`src/rtl/adder_stream_arbiter_pkg.sv`:
```
// Shared constants for the adder stream arbiter: beat width and FSM state encodings.
package adder_stream_arbiter_pkg;
    localparam int AXIS_MAX_DATAW = 32;

    localparam logic [0:0] ARB_IDLE   = 1'b0;
    localparam logic [0:0] ARB_STREAM = 1'b1;
endpackage

```
`src/rtl/adder_stream_arbiter_rr_pick.sv`:
```
// Combinational round-robin picker: first set request searching upward from last_grant+1, wrapping.
// Zero latency; any_req flags that pick is meaningful.
module rr_pick #(
    parameter int N   = 4,
    parameter int IDW = $clog2(N)
) (
    input  logic [N-1:0]   req,
    input  logic [IDW-1:0] last_grant,
    output logic [IDW-1:0] pick,
    output logic           any_req
);
    logic [IDW-1:0] cand;

    always_comb begin
        pick    = '0;
        any_req = 1'b0;
        cand    = '0;
        for (int k = 1; k <= N; k++) begin
            cand = IDW'((int'(last_grant) + k) % N);
            if (!any_req && req[cand]) begin
                any_req = 1'b1;
                pick    = cand;
            end
        end
    end
endmodule

```
`src/rtl/adder_stream_arbiter.sv`:
```
// Packet-granular round-robin arbiter sharing one AXI-Stream slave among NUM_REQ producers.
// Input handshake to m_tvalid is 1 cycle; s_tready of the granted stream drops combinationally when the slice is stalled.
module adder_stream_arbiter
    import adder_stream_arbiter_pkg::*;
#(
    parameter int NUM_REQ = 4,
    parameter int DATAW   = AXIS_MAX_DATAW,
    parameter int CNTW    = 16,
    parameter int IDW     = $clog2(NUM_REQ)
) (
    input  logic                     clk,
    input  logic                     rst,
    input  logic [NUM_REQ-1:0]       s_tvalid,
    input  logic [NUM_REQ-1:0]       s_tlast,
    input  logic [NUM_REQ*DATAW-1:0] s_tdata,
    output logic [NUM_REQ-1:0]       s_tready,
    output logic                     m_tvalid,
    output logic                     m_tlast,
    output logic [DATAW-1:0]         m_tdata,
    input  logic                     m_tready,
    output logic [IDW-1:0]           grant_id,
    output logic                     busy,
    output logic [CNTW-1:0]          pkt_count
);
    logic [0:0]       state;
    logic [IDW-1:0]   last_grant;
    logic [IDW-1:0]   pick;
    logic             any_req;
    logic             sel_vld;
    logic             sel_last;
    logic [DATAW-1:0] sel_dat;
    logic             slice_open;
    logic             in_hs;
    logic             out_hs;

    rr_pick #(.N(NUM_REQ), .IDW(IDW)) u_pick (
        .req        (s_tvalid),
        .last_grant (last_grant),
        .pick       (pick),
        .any_req    (any_req)
    );

    assign sel_vld    = s_tvalid[grant_id];
    assign sel_last   = s_tlast[grant_id];
    assign sel_dat    = s_tdata[grant_id*DATAW +: DATAW];
    assign slice_open = !m_tvalid || m_tready;
    assign in_hs      = (state == ARB_STREAM) && sel_vld && slice_open;
    assign out_hs     = m_tvalid && m_tready;
    assign busy       = (state == ARB_STREAM);

    // Only the locked requester ever sees ready, so other streams cannot leak into the slice.
    always_comb begin
        s_tready = '0;
        if (state == ARB_STREAM) begin
            s_tready[grant_id] = slice_open;
        end
    end

    always_ff @(posedge clk) begin
        if (rst) begin
            state      <= ARB_IDLE;
            grant_id   <= '0;
            last_grant <= IDW'(NUM_REQ - 1);
            m_tvalid   <= 1'b0;
            m_tlast    <= 1'b0;
            m_tdata    <= '0;
            pkt_count  <= '0;
        end else begin
            case (state)
                ARB_IDLE: begin
                    if (any_req) begin
                        grant_id   <= pick;
                        last_grant <= pick;
                        state      <= ARB_STREAM;
                    end
                end
                default: begin
                    if (in_hs && sel_last) begin
                        state <= ARB_IDLE;
                    end
                end
            endcase

            if (in_hs) begin
                m_tvalid <= 1'b1;
                m_tdata  <= sel_dat;
                m_tlast  <= sel_last;
            end else if (out_hs) begin
                m_tvalid <= 1'b0;
            end

            if (out_hs && m_tlast) begin
                pkt_count <= pkt_count + 1'b1;
            end
        end
    end
endmodule

```
`config.mk`:
```
export PLATFORM = sky130hd
export DESIGN_NAME = adder_stream_arbiter
export DESIGN_NICKNAME = d
export VERILOG_FILES = /design/src/rtl/adder_stream_arbiter_pkg.sv /design/src/rtl/adder_stream_arbiter_rr_pick.sv /design/src/rtl/adder_stream_arbiter.sv
export SDC_FILE = /design/constraint.sdc
export NUM_CORES = 1
export LEC_CHECK = 0
export ABC_AREA = 1
export CORE_ASPECT_RATIO = 1.1
export CORE_MARGIN = 4
export CORE_UTILIZATION = 60
export CTS_BUF_LIST = sky130_fd_sc_hd__clkbuf_16
export CTS_CLUSTER_SIZE = 10
export DETAILED_ROUTE_END_ITERATION = 7
export DONT_BUFFER_PORTS = 1
export PLACE_DENSITY = 0.74
export SKIP_LAST_GASP = 1
export SYNTH_ARGS = -nofsm -noshare
export SYNTH_HDL_FRONTEND = slang
export SYNTH_SLANG_ARGS = --single-unit
```
`constraint.sdc`:
```
create_clock -name clk -period 1.7 [get_ports clk]
set_input_delay 0.17 -clock clk [delete_from_list [all_inputs] [get_ports clk]]
set_output_delay 0.17 -clock clk [all_outputs]
set_load 0.01 [all_outputs]
```
# Yosys cells after proc, flatten, opt, wreduce, memory -nomap -nowiden
# Index checks and enable logic that the tools add are counted.
totals:
  wordCells: 65
  reg_bits: 55
  in_bits: 139
classes:
  shift: 1
  mux: 28
  bitwise: 2
  order_cmp: 6
  n_addsub: 5
  reduce_logical: 16
ops:
  columns: ["cell", "n"]
  rows:
  - ["128-bit by 8-bit variable part select with 32-bit output", 1]
  - ["16-bit by 1-bit adder with 16-bit output, second input constant", 1]
  - ["1-bit two-way mux", 16]
  - ["2-bit by 3-bit < comparator with 1-bit output, second input constant", 5]
  - ["1-bit binary-select mux with 2-bit select", 6]
  - ["1-bit logical AND", 9]
  - ["2-bit two-way mux", 4]
  - ["2-bit by 1-bit adder with 2-bit output, second input constant", 2]
  - ["2-bit adder, second input constant", 2]
  - ["4-bit AND", 1]
  - ["1-bit logical NOT", 4]
  - ["4-bit two-way mux", 1]
  - ["1-bit demux with 2-bit select", 1]
  - ["2-bit by 1-bit >= comparator with 1-bit output, second input constant", 1]
  - ["2-bit AND reduction", 1]
  - ["2-bit nonzero test", 1]
  - ["1-bit logical OR", 1]
  - ["1-bit NOT", 1]

# Logic depth before layout (Yosys ltp)
depth:
  word_depth: 15
  mapped_depth: 12
  ltp_nobuf: 11

# Modules after synthesis
# Synthesis repeated with hierarchy kept, for this count alone.
unflattened:
  cells_unflattened: 556
  hier_area_um2: 3389.5
by_module_without_submodules:
  columns: ["module", "n_inst", "cells_each", "area_per_inst_um2"]
  rows:
  - ["adder_stream_arbiter", 1, 504, 3118.0]
  - ["rr_pick", 1, 52, 271.5]

# Least setup slack after synthesis
# OpenSTA, ideal clock, no wires.
synth_path:
  kind: "register to register"
  from: "register pkt_count[0]"
  to: "register pkt_count[14]"
  slack_ps: 88
  required_time_ps: 1585
  stages_incl_launch_ff: 11
  arrival_ps: 1497
  setup_time_ps: 115
  synth_period_minus_slack_ps: 1612
  path_cell_list: "dfxtp_1 > ha_1 > inv_1 > nor3_2 > nand2_1 > nor2_2 > nand2_1 > nor2_2 > nand3_1 > nand2_1 > nor2_1"
synth_between:
  elab_chain_cells: 1
synth_rtl:
  columns: ["element", "line_no", "rtl"]
  rows:
  - ["from (decl)", "adder_stream_arbiter.sv:23", "output logic [CNTW-1:0] pkt_count"]
  - ["from (signal assigned)", "adder_stream_arbiter.sv:93", "pkt_count <= pkt_count + 1'b1;"]
  - ["16-bit by 1-bit adder with 16-bit output", "adder_stream_arbiter.sv:93", null]
# No other way between the ends.
# A chain may end at the register's enable or synchronous reset.

# Worst setup path after layout
layout_path:
  from: "register state (netlist: busy)"
  to: "output s_tready[0]"
layout_between:
  elab_chain_cells: 1
layout_rtl:
  columns: ["element", "line_no", "rtl"]
  rows:
  - ["from (decl)", "adder_stream_arbiter.sv:25", "logic [0:0] state;"]
  - ["from (signal assigned)", "adder_stream_arbiter.sv:61", "state <= ARB_IDLE;"]
  - ["from (signal assigned)", "adder_stream_arbiter.sv:74", "state <= ARB_STREAM;"]
  - ["from (signal assigned)", "adder_stream_arbiter.sv:79", "state <= ARB_IDLE;"]
  - ["4-bit two-way mux", "adder_stream_arbiter.sv:54", "if (state == ARB_STREAM) begin"]
  - ["to (decl)", "adder_stream_arbiter.sv:16", "output logic [NUM_REQ-1:0] s_tready,"]
# No other way between the ends.

==> flow_metrics.py <==
metrics = {
    "critical_path": {
        "endpoint_kind": "primary output",
        "critPathKind": "flop to primary output",
        "arrival_ps": 1410,
        "critical_path.startpoint_type": "flop",
        "cp_max_fo": 4,
        "crit_required_ps": 1530,
    },
    "die": {
        "ios": 196,
        "initial_core_util_pct": 61.7,
        "die_y_um": 83.2,
        "rows": 27,
        "die_w_um": 76.4,
        "core_sq_um": 5000,
        "die_area_sq_um": 6360,
    },
    "outcome": {
        "status": "complete, no violations",
    },
    "power": {
        "p_leak_nw": 1.50,
        "switching_power_w": 0.00230,
        "power_density_nw_per_um2": 1570,
        "ir_drop_mv": 0.891,
        "intPower_w": 0.00307,
        "clock_power_share_pct": 18.1,
        "combPwrFrac_pct": 42.9,
        "p_seq_share_pct": 39.0,
        "p_sw_share_pct": 42.8,
    },
    "finish": {
        "area_growth_pct": 10.8,
        "drive_gt1_share_pct": 10.9,
        "final_util_pct": 68.4,
        "layout.nets": 605,
        "diodes": 0,
    },
    "placement": {
        "dp_hpwl_um": 7010,
        "io_buffers": 0,
        "dp_slack_ps": 71.8,
        "gp_congestion": 0.900,
    },
    "yosys": {
        "synth-simple-area-share_pct": 21.2,
        "ys_types": 27,
        "synth_warnings": 0,
        "yosysSeqAreaShare_pct": 35.7,
        "synth_area_leader_cell": "dfxtp_1",
        "synth-xor-area-share_pct": 0,
        "netlist_top_cells_area": "dfxtp_1, nand2_1, o21ai_0, a221oi_1, a21oi_1",
        "netlist_area_sq_um": 3090,
        "synth_compound_area_share_pct": 30.8,
        "syn-instance-count": 462,
        "synthAdderAreaFrac_pct": 0.405,
        "synth_fp_nets": 602,
        "synth_top_cell_area_share_pct": 35.7,
        "avgSynthCellArea_sq_um": 6.68,
        "synthMuxAreaShare_pct": 0,
        "synth_top_family_by_area": "compound AO/OA/AOI/OAI gates",
        "ys_ff_latch": 55,
    },
    "sta": {
        "min_period_ps": 1580,
        "clock_skew_ps": 4.88,
        "worst_pin_slew_ps": 434,
        "fmax_ghz": 0.635,
        "setup_ws_ps": 124,
        "drv_slew": 0,
        "final-hold-violation-count": 0,
        "setup-violations-final": 0,
        "slew_headroom_pct": 71.0,
        "rsz0062_at_grt": "yes",
        "period_share_pct": 92.7,
    },
    "cts": {
        "path_clk_slew_ps": 70,
        "clk_path_buf_depth": 2,
        "cts_setup_buffers": 0,
        "cts_root_buf": "clkbuf_16",
        "cts_made_buffers": 5,
        "clk_latency_ps": 290,
        "clkSinkCount": 55,
        "tritoncts": "done",
        "htree_levels": 2,
    },
    "grt": {
        "grt-ovfl-total": 0,
        "grt_usage_pct": 27.2,
        "grt_pass1_vias": 2945,
        "antenna_found_initial": 0,
        "grt_pass1_wl_um": 14300,
        "grt_start_max_net_pins": 54,
    },
    "route": {
        "first_iter_violations": 162,
        "totalWireLength_um": 9200,
        "via_count": 3222,
        "drc": 0,
        "ant_nets": 0,
        "viasPerCell": 6.15,
        "wl_per_cell_um": 17.6,
        "first_pass_iters": 5,
    },
    "flow_run": {
        "cap_violations": 0,
    },
    "min_path": {
        "worstHoldPathType": "input pin to flop",
    },
}
cells by family after synthesis:
group,after synthesis
simple gates,155
buf+inv,88
fa+ha+maj,1
flops,55
compound gates,163
power by group through the flow:
stage	clock (W)	combinational (W)	sequential (W)
final	0.000971	0.00231	0.00210
after floorplan	0	0.00180	0.00196
after global routing	0.00103	0.00267	0.00214
after CTS	0.000985	0.00232	0.00208
after detailed placement	0	0.00231	0.00210
after global placement	0	0.00224	0.00210
layout make-up:
| cell class | instances | area [sq um] |
|---|---|---|
| sequential | 55 | 1110 |
| clock buffer | 5 | 125 |
| timing repair buffer | 22 | 218 |
| clock inverter | 3 | 15.0 |
| multi-input combinational | 319 | 1640 |
| fill | 441 | 1580 |
| tap | 58 | 72.6 |
| inverter | 62 | 235 |
Yosys cell counts:
cell,number
a221oi_1,32
nor2_4,1
o211ai_1,1
buf_2,4
o21ai_0,60
nor2_1,18
inv_4,1
nor3b_1,1
nor3_2,1
nand3_1,15
inv_1,56
nor2_2,5
nand2_1,102
buf_6,3
inv_2,5
clkbuf_1,17
a21oi_1,54
ha_1,1
nor3_1,5
buf_4,2
nand2_2,2
o21a_1,3
o21ai_1,11
a21boi_0,1
dfxtp_1,55
a22oi_1,1
nand4_1,5
final timing paths:
path,start,to,slack [ps],cells after the start
setup / recovery,busy,s_tready[0],120,4
hold / removal,rst,pkt_count[11],30,2
setup reg to reg,pkt_count[1],pkt_count[14],130,10
hold reg to reg,pkt_count[0],pkt_count[0],520,1
worst max-delay path, cell delays in order (launching register included):
cell and delay, ps:
dfxtp_1 420, inv_1 110, nor2_1 170, inv_1 100
nor3_1 320
stage by stage:
step | cells | power, W | hold WS (ps) | TNS, ps | instance area [sq um]
final | 524 | 0.00538 | 28.4 | 0 | 3420
after global routing | 524 | 0.00584 | 31.2 | -6.40 | 3420
after CTS | 524 | 0.00539 | 25.0 | 0 | 3380
after detailed placement | 515 | 0.00441 | 243 | 0 | 3230
after global placement | 515 | 0.00434 | 243 | 0 | 3230
after floorplan | 462 | 0.00376 | 325 | 0 | 3090
timing repair:
item                       CTS  global route
hold endpoints to repair    10             0
gates resized for setup      0            12
hold buffers                 1             0
setup endpoints to repair    0            42
state kept, by name, indices dropped and copies added, names as in the netlist:
signal / flops
m_tvalid: 1
busy: 1
m_tlast: 1
last_grant: 2
pkt_count: 16
m_tdata: 32
grant_id: 2
layer usage:
metal  part of all wire [%]  global-route usage [%]
met3                     10                    8.57
met1                     37                    32.3
met4                    1.2                    7.25
met2                     52                    47.2
met5                      0                       0
layout by cell type (no fill, tap or decap), types with 6 or more instances in the layout:
master    netlist  routed
nand2_1       102     102
o21ai_0        60      60
inv_1          56      56
a21oi_1        54      54
dfxtp_1        55      50
a221oi_1       32      32
buf_4           2      17
nor2_1         18      16
nand3_1        15      13
o21ai_1        11      11
nor2_2          5       6
No activity file was read; power rests on OpenSTA's default activity.
==> patch 1, RTL diff (same flow settings) <==
Change the parameter `NUM_REQ` from 4 to 2.
--- a/src/rtl/adder_stream_arbiter.sv
+++ b/src/rtl/adder_stream_arbiter.sv
@@ -4,5 +4,5 @@
     import adder_stream_arbiter_pkg::*;
 #(
-    parameter int NUM_REQ = 4,
+    parameter int NUM_REQ = 2,
     parameter int DATAW   = AXIS_MAX_DATAW,
     parameter int CNTW    = 16,
Ports: changed (5 resized); port bits go from 196 to 125. The function was not compared with the original's and may differ.
==> patch 1 against the original RTL <==
Worst hold slack improved by 0.043 ns; via count fell by 18%; sequential cell count fell by 2; sequential share of layout area rose by 4.5 points; wire length fell by 26%; first-iteration DRC count rose by 6.8%; synthesized cell count fell by 11%; die area fell by 12%; setup slack improved by 0.0064 ns; final area fell by 16%; critical path depth rose by 1; synthesized area fell by 14%.
Power is not compared: it rests on default switching activity, and its combinational part moved more than twofold at a synthesized area within 25%.
==> patch 1: results (changes against the original RTL) <==
| Metric | Value |
|---|---|
| Post-synth top cells | `nand2_1 (172), dfxtp_1 (53), a21oi_1 (43)` |
| Num CTS Buffers | `5 (unchanged)` |
| Initial drt markers | `173 (+6.8%)` |
| Worst slew pin tran | `0.407 ns (-0.0262 ns)` |
| Port bufs | `0 (unchanged)` |
| DRC | `0 (unchanged)` |
| Seq/Total Area, Yosys | `39.9% (+4.2 points)` |
| Status | `finished, final reports clean` |
| CTS Root Buffer Type | `clkbuf_16` |
| Total track usage | `24.1% (-3.1 points)` |
| First-pass GRT wire length | `10900 um (-24%)` |
| Dominant synthesized flop cell | `dfxtp_1` |
| Biggest regs | `m_tdata: 32 flops, pkt_count: 16 flops` |
| Crit Path Max Fanout | `34 (+30)` |
| Number of global-route vias before repair | `2391 (-19%)` |
| Maximum buffer depth of the clock tree | `2 (unchanged)` |
| Fin nets | `481 (-20%)` |
| R2R Setup Slk | `0.13 ns` |
| DR vias | `2630 (-18%)` |
| Yosys cell types | `20 (-26%)` |
| Share of cells above drive strength 1 | `7.09% (-3.9 points)` |
| Peak VDD IR | `0.463 mV` |
| Placer Congestion | `0.869 (-3.5%)` |
| Setup Skew | `0.00283 ns (-0.00205 ns)` |
| Worst EP arrival | `1.74 ns (+0.33 ns)` |
| Hold Path Class | `in2reg` |
| FFs w/ async S/R, synth | `0% (unchanged)` |
| Switching Share | `26.2%` |
| Dominant cells by area after synthesis | `dfxtp_1 (40%), nand2_1 (24%), nand4_1 (8.9%), a21oi_1 (8.1%), nor2_1 (4.1%)` |
| Worst-path clk slew | `0.06 ns` |
| Pin count of the biggest net entering global routing | `41 (-24%)` |
| HPWL after DPL | `4850 um (-31%)` |
| Htree depth | `2 (unchanged)` |
| YS warnings | `0 (unchanged)` |
| Drt first pass iters | `4 (-1)` |
| Post-CTS Setup Bufs | `0 (unchanged)` |
| Antenna violations before repair | `0 (unchanged)` |
| Leakage Power | `0.00119 uW` |
| Diodes inserted | `0 (unchanged)` |
| Filler cells | `390 (-12%)` |
| Final wirelength | `6760 um (-26%)` |
| Clk_lat worst skew | `0.28 ns` |
==> patch 1: cell families after synthesis <==
family / synth area share [%]
flip-flops: 39.9
adder cells (fa/ha/maj): 0.470
AND/OR/NAND/NOR: 41.5
buffers and inverters: 8.42
AO/OA/AOI/OAI: 9.73
==> patch 1: through the flow <==
step / setup slack (ns) / std cells / instance area [um2] / hold slack (ns) / TNS (ns)
floorplan: 0.305 / 410 / 2660 / 0.352 / 0
global placement: 0.196 / 455 / 2720 / 0.243 / 0
detailed placement: 0.145 / 455 / 2720 / 0.246 / 0
CTS: 0.0164 / 463 / 2870 / 0.0689 / 0
global route: -0.0175 / 463 / 2870 / 0.104 / -0.0836
finish: 0.131 / 463 / 2870 / 0.0712 / 0
==> patch 1: power groups by stage <==
stage | Combinational (uW) | Clock, uW | Sequential (uW)
final | 340 | 928 | 1370
after global routing | 391 | 996 | 1370
after CTS | 338 | 955 | 1370
after detailed placement | 317 | 0 | 1390
after global placement | 311 | 0 | 1390
after floorplan | 284 | 0 | 1380
==> patch 1: worst max-delay path, stage by stage (launching register included) <==
cell and delay, ns:
dfxtp_1 0.41, inv_1 0.14, nor2_4 0.28, nand3_4 0.37, nand2_1 0.17, a21oi_1 0.08
==> patch 1: cell type report <==
cell class              instances  area, um2  share of cell area [%]
multi-input cells             309       1380                    48.1
flip-flops and latches         53       1060                    37.0
repair buffers                 18        148                    5.14
clock buffers                   5        125                    4.35
inverters                      22       82.6                    2.87
well taps                      54       67.6                    2.35
clock inverters                 2       7.51                   0.261
==> patch 1: layer usage <==
metal / GRT usage, % / wire length, um / vias up
li1: - / - / 1335
met5: 0 / 0 / -
met1: 27.5 / 2700 / 1168
met2: 41.1 / 3240 / 117
met3: 8.29 / 714 / 10
met4: 8.65 / 108 / 0
==> patch 1: path summary, 6_finish.rpt <==
| kind | end | cells past startpoint | startpoint |
|---|---|---|---|
| setup / recovery | m_tdata[3]$_SDFFE_PP0P_ | 5 | busy$_SDFF_PP0_ |
| hold / removal | grant_id$_SDFFE_PP0P_ | 2 | s_tvalid[1] |
| setup reg to reg | m_tdata[3]$_SDFFE_PP0P_ | 5 | busy$_SDFF_PP0_ |
| hold reg to reg | last_grant$_SDFFE_PP1P_ | 2 | last_grant$_SDFFE_PP1P_ |
==> patch 1: timing repair <==
item,CTS,global route
hold buffers,1,0
hold endpoints to repair,40,0
setup endpoints to repair,0,30
resized for setup,0,3
==> patch 2, RTL diff (same flow settings) <==
Without the edit above. Put one more register stage on the output `pkt_count`, with the module's reset. The value now appears one clock later. The other outputs are not delayed to match.
--- a/src/rtl/adder_stream_arbiter.sv
+++ b/src/rtl/adder_stream_arbiter.sv
@@ -23,4 +23,6 @@
     output logic [CNTW-1:0]          pkt_count
 );
+
+    logic [CNTW-1:0] pkt_count_s0;
     logic [0:0]       state;
     logic [IDW-1:0]   last_grant;
@@ -65,5 +67,5 @@
             m_tlast    <= 1'b0;
             m_tdata    <= '0;
-            pkt_count  <= '0;
+            pkt_count_s0 <= '0;
         end else begin
             case (state)
@@ -91,8 +93,16 @@
 
             if (out_hs && m_tlast) begin
-                pkt_count <= pkt_count + 1'b1;
+                pkt_count_s0 <= pkt_count_s0 + 1'b1;
             end
         end
     end
+    always_ff @(posedge clk) begin
+        if (rst) begin
+            pkt_count <= '0;
+        end else begin
+            pkt_count <= pkt_count_s0;
+        end
+    end
+
 endmodule
 
Function: changed (a bounded check fails within 4 cycles, from zero or initial values and one cycle with rst high).
==> patch 2 against the original RTL <==
Wire length is 16% higher; sequential cell count is 16 higher; setup slack worse by 0.064 ns; power is 24% higher; largest power group is now sequential cells; synthesized area is 12% higher; critical path depth is 5 higher; via count is 10% higher; final area is 20% higher.
==> patch 2: results (changes against the original RTL) <==
| Metric | Value |
|---|---|
| Status | `finished, final reports clean` |
| Post-synth top cells | `nand2_1 (92), dfxtp_1 (71), o21ai_0 (66)` |
| Post-Synth Adder-Cell Area | `0.360% (-0.045 points)` |
| Hold Buf Count CTS | `18 (+17)` |
| CP max stage delay | `0.37 ns (-0.05 ns)` |
| Final wirelength | `10700 um (+16%)` |
| Met2 WL | `5370 um (+13%)` |
| Seq/Total Area, Yosys | `41.0% (+5.3 points)` |
| P_comb | `2360 uW (+2%)` |
| Xor/xnor share of the synthesized area | `0.252% (+0.25 points)` |
| Setup Skew | `0.00543 ns (+0.000557 ns)` |
| Avg Cell Area, Syn | `7.03 um2 (+5.2%)` |
| Storage cell area | `1430 um2 (+29%)` |
| HPWL after DPL | `7550 um (+7.7%)` |
| Inverter count | `69 (+11%)` |
| Met3 Use GR | `8.23% (-0.34 points)` |
| Routed wl met3 | `1020 um (+8.7%)` |
| Multi-input logic cell count | `326 (+2.2%)` |
| Leakage Power | `0.00181 uW (+20%)` |
| Crit Path Max Fanout | `3 (-1)` |
| Switch Pwr | `2630 uW (+14%)` |
| Peak VDD IR | `1.08 mV (+21%)` |
| Pin count of the biggest net entering global routing | `33 (-39%)` |
| Met2 usage | `49.7% (+2.5 points)` |
| Num CTS Buffers | `9 (+4)` |
| Htree depth | `3 (+1)` |
| Clk_lat worst skew | `0.33 ns (+0.04 ns)` |
| Worst EP arrival | `1.86 ns (+0.45 ns)` |
| Synthesized Nets | `634 (+5.3%)` |
| Non-clk buf share | `8.48% (+2.1 points)` |
| Multi-input gate area | `1670 um2 (+1.4%)` |
| Worst slew pin tran | `0.360 ns (-0.0741 ns)` |
| Synth Area in Compound Gates | `27.9% (-2.9 points)` |
| Number of global-route vias before repair | `3337 (+13%)` |
| Dpl cells | `558 (+8.3%)` |
| Fin nets | `654 (+8.1%)` |
patch 2: final timing paths:
path / start / endpoint / cells past startpoint
max: pkt_count_s0[0]$_SDFFE_PP0P_ / pkt_count_s0[14]$_SDFFE_PP0P_ / 9
min: s_tdata[115] / m_tdata[19]$_SDFFE_PP0P_ / 2
max reg2reg: pkt_count_s0[0]$_SDFFE_PP0P_ / pkt_count_s0[14]$_SDFFE_PP0P_ / 9
min reg2reg: pkt_count_s0[12]$_SDFFE_PP0P_ / pkt_count_s0[12]$_SDFFE_PP0P_ / 2
patch 2: through the flow:
stage / cell area (um2) / setup TNS (ns) / total power [uW] / util [%] / hold WS, ns
3_3_place_gp: 3570 / 0 / 4720 / 64.9 / 0.245
6_report: 4100 / 0 / 6670 / 74.5 / 0.0556
4_1_cts: 4050 / 0 / 6650 / 73.6 / 0.0535
5_1_grt: 4100 / -0.0614 / 7140 / 74.5 / 0.0610
2_1_floorplan: 3470 / 0 / 4180 / - / 0.373
3_5_place_dp: 3570 / 0 / 4790 / 64.9 / 0.245
